## src/rtl/imem_loader_pkg.sv

```systemverilog
// Shared state encoding, widths and the little-endian byte-lane helper for
// the instruction-memory loader.
package imem_loader_pkg;

    localparam int IMEM_ADDR_W = 8;
    localparam int IMEM_DATA_W = 32;

    // 4-bit encoding so the loader state lines up with the core's state width.
    typedef enum logic [3:0] {
        ST_IDLE       = 4'd0,
        ST_COLLECT    = 4'd1,
        ST_WRITE      = 4'd2,
        ST_NEXT       = 4'd3,
        ST_START_CORE = 4'd4,
        ST_DONE       = 4'd5
    } state_e;

    function automatic logic [IMEM_DATA_W-1:0] place_byte(
        input logic [IMEM_DATA_W-1:0] word,
        input logic [1:0]             idx,
        input logic [7:0]             data
    );
        logic [IMEM_DATA_W-1:0] res;
        res = word;
        case (idx)
            2'd0:    res[7:0]   = data;
            2'd1:    res[15:8]  = data;
            2'd2:    res[23:16] = data;
            2'd3:    res[31:24] = data;
            default: res = word;
        endcase
        return res;
    endfunction

endpackage

```

## src/rtl/imem_loader_byte_packer.sv

```systemverilog
// Byte index counter plus 4-byte little-endian assembly register; flags the
// cycle in which the fourth byte of a word is taken.
module imem_loader_byte_packer
    import imem_loader_pkg::*;
(
    input  logic                   clk,
    input  logic                   rst_n,
    input  logic                   clear_i,
    input  logic                   take_i,
    input  logic [7:0]             byte_i,
    output logic [IMEM_DATA_W-1:0] word_o,
    output logic                   word_valid_o
);

    logic [1:0]             idx_q;
    logic [1:0]             idx_d;
    logic [IMEM_DATA_W-1:0] asm_q;
    logic [IMEM_DATA_W-1:0] asm_d;

    // Next index / assembly value; word_o already includes the byte being taken.
    always_comb begin
        idx_d        = idx_q;
        asm_d        = asm_q;
        word_valid_o = 1'b0;
        if (clear_i) begin
            idx_d = 2'd0;
        end else if (take_i) begin
            asm_d        = place_byte(asm_q, idx_q, byte_i);
            idx_d        = idx_q + 2'd1;
            word_valid_o = (idx_q == 2'd3);
        end else begin
            idx_d = idx_q;
        end
    end

    assign word_o = asm_d;

    // Index and assembly registers.
    always_ff @(posedge clk or negedge rst_n) begin
        if (!rst_n) begin
            idx_q <= 2'd0;
            asm_q <= 32'd0;
        end else begin
            idx_q <= idx_d;
            asm_q <= asm_d;
        end
    end

endmodule

```

## src/rtl/imem_loader.sv

```systemverilog
// Program loader: collects a byte-serial image, writes 32-bit words into the
// instruction memory, then pulses core_start and reports completion.
module imem_loader
    import imem_loader_pkg::*;
#(
    parameter int NUM_WORDS = 48,
    parameter int WR_HOLD   = 2
) (
    input  logic                   clk,
    input  logic                   rst,
    input  logic                   load_go,
    input  logic                   byte_valid,
    input  logic [7:0]             byte_data,
    output logic                   byte_ready,
    output logic [IMEM_ADDR_W-1:0] mem_lo,
    output logic [IMEM_DATA_W-1:0] mem_in,
    output logic                   mem_en,
    output logic                   core_start,
    output logic                   busy,
    output logic                   load_done,
    output logic [7:0]             word_count,
    output logic [IMEM_DATA_W-1:0] checksum
);

    localparam logic [8:0] LAST_CNT  = 9'(NUM_WORDS);
    localparam logic [2:0] HOLD_LAST = 3'(WR_HOLD);

    state_e                 state_q;
    logic [2:0]             hold_q;
    logic                   byte_ready_q;
    logic [IMEM_ADDR_W-1:0] mem_lo_q;
    logic [IMEM_DATA_W-1:0] mem_in_q;
    logic                   mem_en_q;
    logic                   core_start_q;
    logic                   busy_q;
    logic                   load_done_q;
    logic [7:0]             word_count_q;
    logic [IMEM_DATA_W-1:0] checksum_q;

    logic                   take_s;
    logic                   go_s;
    logic                   clear_s;
    logic                   last_word_s;
    logic                   word_valid_s;
    logic [IMEM_DATA_W-1:0] word_s;

    assign take_s      = byte_valid && byte_ready_q;
    assign go_s        = load_go && ((state_q == ST_IDLE) || (state_q == ST_DONE));
    assign clear_s     = go_s || (state_q == ST_NEXT);
    assign last_word_s = (({1'b0, word_count_q} + 9'd1) == LAST_CNT);

    imem_loader_byte_packer u_packer (
        .clk          (clk),
        .rst_n        (rst),
        .clear_i      (clear_s),
        .take_i       (take_s),
        .byte_i       (byte_data),
        .word_o       (word_s),
        .word_valid_o (word_valid_s)
    );

    // Load sequencer with all outputs registered.
    always_ff @(posedge clk or negedge rst) begin
        if (!rst) begin
            state_q      <= ST_IDLE;
            hold_q       <= 3'd0;
            byte_ready_q <= 1'b0;
            mem_lo_q     <= 8'd0;
            mem_in_q     <= 32'd0;
            mem_en_q     <= 1'b0;
            core_start_q <= 1'b0;
            busy_q       <= 1'b0;
            load_done_q  <= 1'b0;
            word_count_q <= 8'd0;
            checksum_q   <= 32'd0;
        end else begin
            case (state_q)
                ST_IDLE, ST_DONE: begin
                    if (go_s) begin
                        state_q      <= ST_COLLECT;
                        word_count_q <= 8'd0;
                        checksum_q   <= 32'd0;
                        mem_lo_q     <= 8'd0;
                        byte_ready_q <= 1'b1;
                        busy_q       <= 1'b1;
                        load_done_q  <= 1'b0;
                    end
                end
                ST_COLLECT: begin
                    if (word_valid_s) begin
                        state_q      <= ST_WRITE;
                        mem_in_q     <= word_s;
                        mem_en_q     <= 1'b1;
                        hold_q       <= 3'd1;
                        byte_ready_q <= 1'b0;
                    end
                end
                ST_WRITE: begin
                    if (hold_q == HOLD_LAST) begin
                        state_q  <= ST_NEXT;
                        mem_en_q <= 1'b0;
                    end else begin
                        hold_q <= hold_q + 3'd1;
                    end
                end
                ST_NEXT: begin
                    word_count_q <= word_count_q + 8'd1;
                    checksum_q   <= checksum_q ^ mem_in_q;
                    if (last_word_s) begin
                        state_q      <= ST_START_CORE;
                        core_start_q <= 1'b1;
                        busy_q       <= 1'b0;
                    end else begin
                        state_q      <= ST_COLLECT;
                        mem_lo_q     <= mem_lo_q + 8'd1;
                        byte_ready_q <= 1'b1;
                    end
                end
                ST_START_CORE: begin
                    state_q      <= ST_DONE;
                    core_start_q <= 1'b0;
                    load_done_q  <= 1'b1;
                end
                default: begin
                    state_q      <= ST_IDLE;
                    byte_ready_q <= 1'b0;
                    mem_en_q     <= 1'b0;
                    core_start_q <= 1'b0;
                    busy_q       <= 1'b0;
                    load_done_q  <= 1'b0;
                end
            endcase
        end
    end

    assign byte_ready = byte_ready_q;
    assign mem_lo     = mem_lo_q;
    assign mem_in     = mem_in_q;
    assign mem_en     = mem_en_q;
    assign core_start = core_start_q;
    assign busy       = busy_q;
    assign load_done  = load_done_q;
    assign word_count = word_count_q;
    assign checksum   = checksum_q;

endmodule
```

## config.mk

```make
export PLATFORM = sky130hd
export DESIGN_NAME = imem_loader
export DESIGN_NICKNAME = d
export VERILOG_FILES = /design/src/rtl/imem_loader_pkg.sv /design/src/rtl/imem_loader_byte_packer.sv /design/src/rtl/imem_loader.sv
export SDC_FILE = /design/constraint.sdc
export NUM_CORES = 1
export LEC_CHECK = 0
export CAP_MARGIN = 20
export CORE_MARGIN = 2
export CORE_UTILIZATION = 57
export DETAILED_ROUTE_END_ITERATION = 7
export PLACE_DENSITY = 0.93
export REMOVE_ABC_BUFFERS = 1
export SLEW_MARGIN = 20
export SYNTH_ARGS = -nofsm -noshare
export SYNTH_HDL_FRONTEND = slang
export SYNTH_HIERARCHICAL = 1
export SYNTH_SLANG_ARGS = --single-unit
```

## constraint.sdc

```tcl
create_clock -name clk -period 7.3 [get_ports clk]
set_input_delay 1.825 -clock clk [delete_from_list [all_inputs] [get_ports clk]]
set_output_delay 1.825 -clock clk [all_outputs]
set_load 0.01 [all_outputs]
```

==> impl_metrics.tcl <==
set metrics [dict create \
    rows 35 \
    synth_top_area_cell "dfrtp_1" \
    start_kind "input pin" \
    boundaryPins 97 \
    wl_per_cell_um 18.2 \
    power.density_nw_per_um2 355 \
    crit_fanout 35 \
    dr_wl_met2_um 6310 \
    slowest_delay_ns 0.80 \
    grt_pass1_vias 4062 \
    synth_area_leaders "dfrtp_1 (57%), mux2_2 (13%), xor2_1 (5.2%), nand2_1 (3.7%), nor2_1 (3.4%)" \
    cts_tree "built" \
    period_share_pct 73.1 \
    htree_levels 4 \
    worstSetupStartpoint "load_go" \
    diodes 0 \
    timing.fmax_mhz 187 \
    worstSetupPathType "in2reg" \
    syn_to_final_growth_pct 29.1 \
    synth_area_per_cell_um2 11.9 \
    skew_ns 0.00772 \
    num_vias 3921 \
    dr.pass1.iters 4 \
    cp_slowest_cell "nor2_4" \
    arrival_ns 5.73 \
    ys_seq_elements 125 \
    postCtsHoldBufs 0 \
    required_ns 7.69 \
    r2r_start "state_q[2]" \
    finalCriticalPeriod_ns 5.34 \
    nets 586 \
    hold_path_class "reg2reg" \
    gr-total-overflow 0 \
    via_per_inst 5.55 \
    die_h_um 102 \
    rsz0062_at_grt "no" \
    cts_made_buffers 17 \
    slew_headroom_pct 28.5 \
    dp_hpwl_um 7730 \
    cts_resized 0 \
    numClockSinks 125 \
    routed.top_layer "met4" \
    cts_root_buf "clkbuf_8" \
    drive_above_1_share_pct 19.1 \
    tns_ns 0 \
    drc 0 \
    crit_chain "clkdlybuf4s50_1, nor2b_1, and2_1, buf_4, nor2_1, inv_1, nand3b_4, inv_1, nor2b_1, nand2_1, nor2_4, nor2_1, mux2_2" \
    hold_path_depth 1 \
    ys_warn_count 6 \
    dieArea_um2 10500 \
    wl_um 12800 \
    synth_area_um2 5530 \
    clk_pin_slew_worst_paths_ns 0.06 \
    status "completed" \
    setup_viol 0 \
    endpoint_kind "register" \
    r2r_slack_ns 3.16 \
    slew_viol_final 0 \
    ys_types 41 \
    ff2ff_path_depth 11 \
    postSynthCellCount 464 \
    start_util_pct 59.3 \
    met3_length_um 597 \
    peakVddDrop_v 0.000234 \
    grt_max_degree 78 \
    antenna_found_initial 0 \
    grt_usage_pct 26.2 \
    grt_pass1_wl_um 21000 \
    io_buffers 96 \
    post_cts_buffers 0 \
    fin_total_pwr_uw 2530 \
    ys_seq_area_share_pct 56.6 \
    drt-initial-drc-count 262 \
    hold_viol 0 \
    drv_cap 0 \
    worstHoldStart "u_packer/asm_q[24]" \
    clk_path_buf_depth 2 \
    die_w_um 102 \
    m1WireLength_um 5720 \
    power_leakage_uw 0.00339 \
    netlist.area_leader.share_pct 56.6 \
    core_area_um2 9330 \
    clk_latency_ns 0.51 \
    antenna_left 0 \
    globalplace.congestion 0.843 \
    tightest_slew_ns 1.07 \
]
==> power by group <==
part / internal, µW / switching, µW
clock: 430 / 343
sequential: 904 / 156
combinational: 391 / 308
total: 1720 / 807
==> layer usage <==
metal | vias up | global-route usage, %
met4 | 0 | 8.82
met2 | 127 | 42.0
met5 | - | 0
li1 | 1775 | -
met3 | 22 | 6.31
met1 | 1997 | 35.6
==> final timing paths <==
path                                      end
min in group asynchronous           mem_lo[6]
min reg2reg                u_packer/asm_q[24]
min                        u_packer/asm_q[24]
max                                 hold_q[1]
max reg2reg                         hold_q[1]
max in group asynchronous  u_packer/asm_q[25]
==> final cells by class <==
cell class / count / area [µm²]
clock buffer: 18 / 418
clock inverter: 14 / 124
fill: 574 / 2190
inverter: 13 / 48.8
multi-input combinational: 309 / 2280
sequential: 125 / 3130
tap: 129 / 161
timing repair buffer: 98 / 973
==> cells in the mapped netlist, drive strengths merged <==
cell type	count
a21boi	1
a21oi	6
a221o	1
a22o	2
a2bb2oi	1
a31oi	3
and2	2
and3	3
and4	1
buf	6
clkbuf	11
dfrtp	125
ha	10
inv	13
mux2	66
mux2i	7
nand2	55
nand2b	5
nand3	5
nand3b	5
nand4	4
nor2	50
nor2b	7
nor3	5
nor4b	1
o2111a	1
o2111ai	1
o211ai	1
o21ai	23
o22a	1
o22ai	3
o2bb2ai	1
o31ai	2
o32a	1
xnor2	2
xor2	33
==> sequential cells by signal (all words and copies together), names as in the netlist <==
name	cells
checksum	32
mem_in	32
u_packer/asm_q	32
mem_lo	8
word_count	8
hold_q	3
state_q	3
u_packer/idx_q	2
busy	1
byte_ready	1
core_start	1
load_done	1
mem_en	1
==> cell usage in the layout, fill, tap and decap left out, drive strengths merged, types with 5 or more instances in the layout <==
cell	instances
dfrtp	125
clkdlybuf4s50	95
mux2	66
nand2	55
nor2	50
xor2	33
o21ai	23
inv	22
clkbuf	18
ha	10
nor2b	7
mux2i	7
a21oi	6
nand2b	5
nand3b	5
nor3	5
nand3	5
==> critical path: cells and delay by family <==
family                 cells  cell delay [ns]
AND/OR/NAND/NOR            8             2.37
buffers and inverters      4             1.19
multiplexers               1             0.32
==> kinds of logic (layout without fill, tap and decap cells) <==
| logic type | after synthesis | count (layout) | share of synthesized area [%] |
|---|---|---|---|
| flip-flops | 125 | 125 | 56.6 |
| AND/OR/NAND/NOR | 143 | 143 | 12.9 |
| adder cells (fa/ha/maj) | 10 | 10 | 2.26 |
| buffers and inverters | 30 | 143 | 2.40 |
| multiplexers | 73 | 73 | 14.9 |
| XOR/XNOR | 35 | 35 | 5.54 |
| AO/OA/AOI/OAI | 48 | 48 | 5.36 |
==> through the flow <==
stage / std cells / util [%] / cell area (µm²) / hold WS (ns) / setup WS (ns)
2_1_floorplan: 447 / - / 5450 / 0.465 / 1.78
3_3_place_gp: 674 / 70.7 / 6600 / 0.474 / 1.83
3_5_place_dp: 674 / 70.7 / 6600 / 0.478 / 1.66
4_1_cts: 706 / 76.5 / 7140 / 0.496 / 2.07
5_1_grt: 706 / 76.5 / 7140 / 0.509 / 1.73
6_report: 706 / 76.5 / 7140 / 0.495 / 1.96
(Power assumes the default switching activity.)
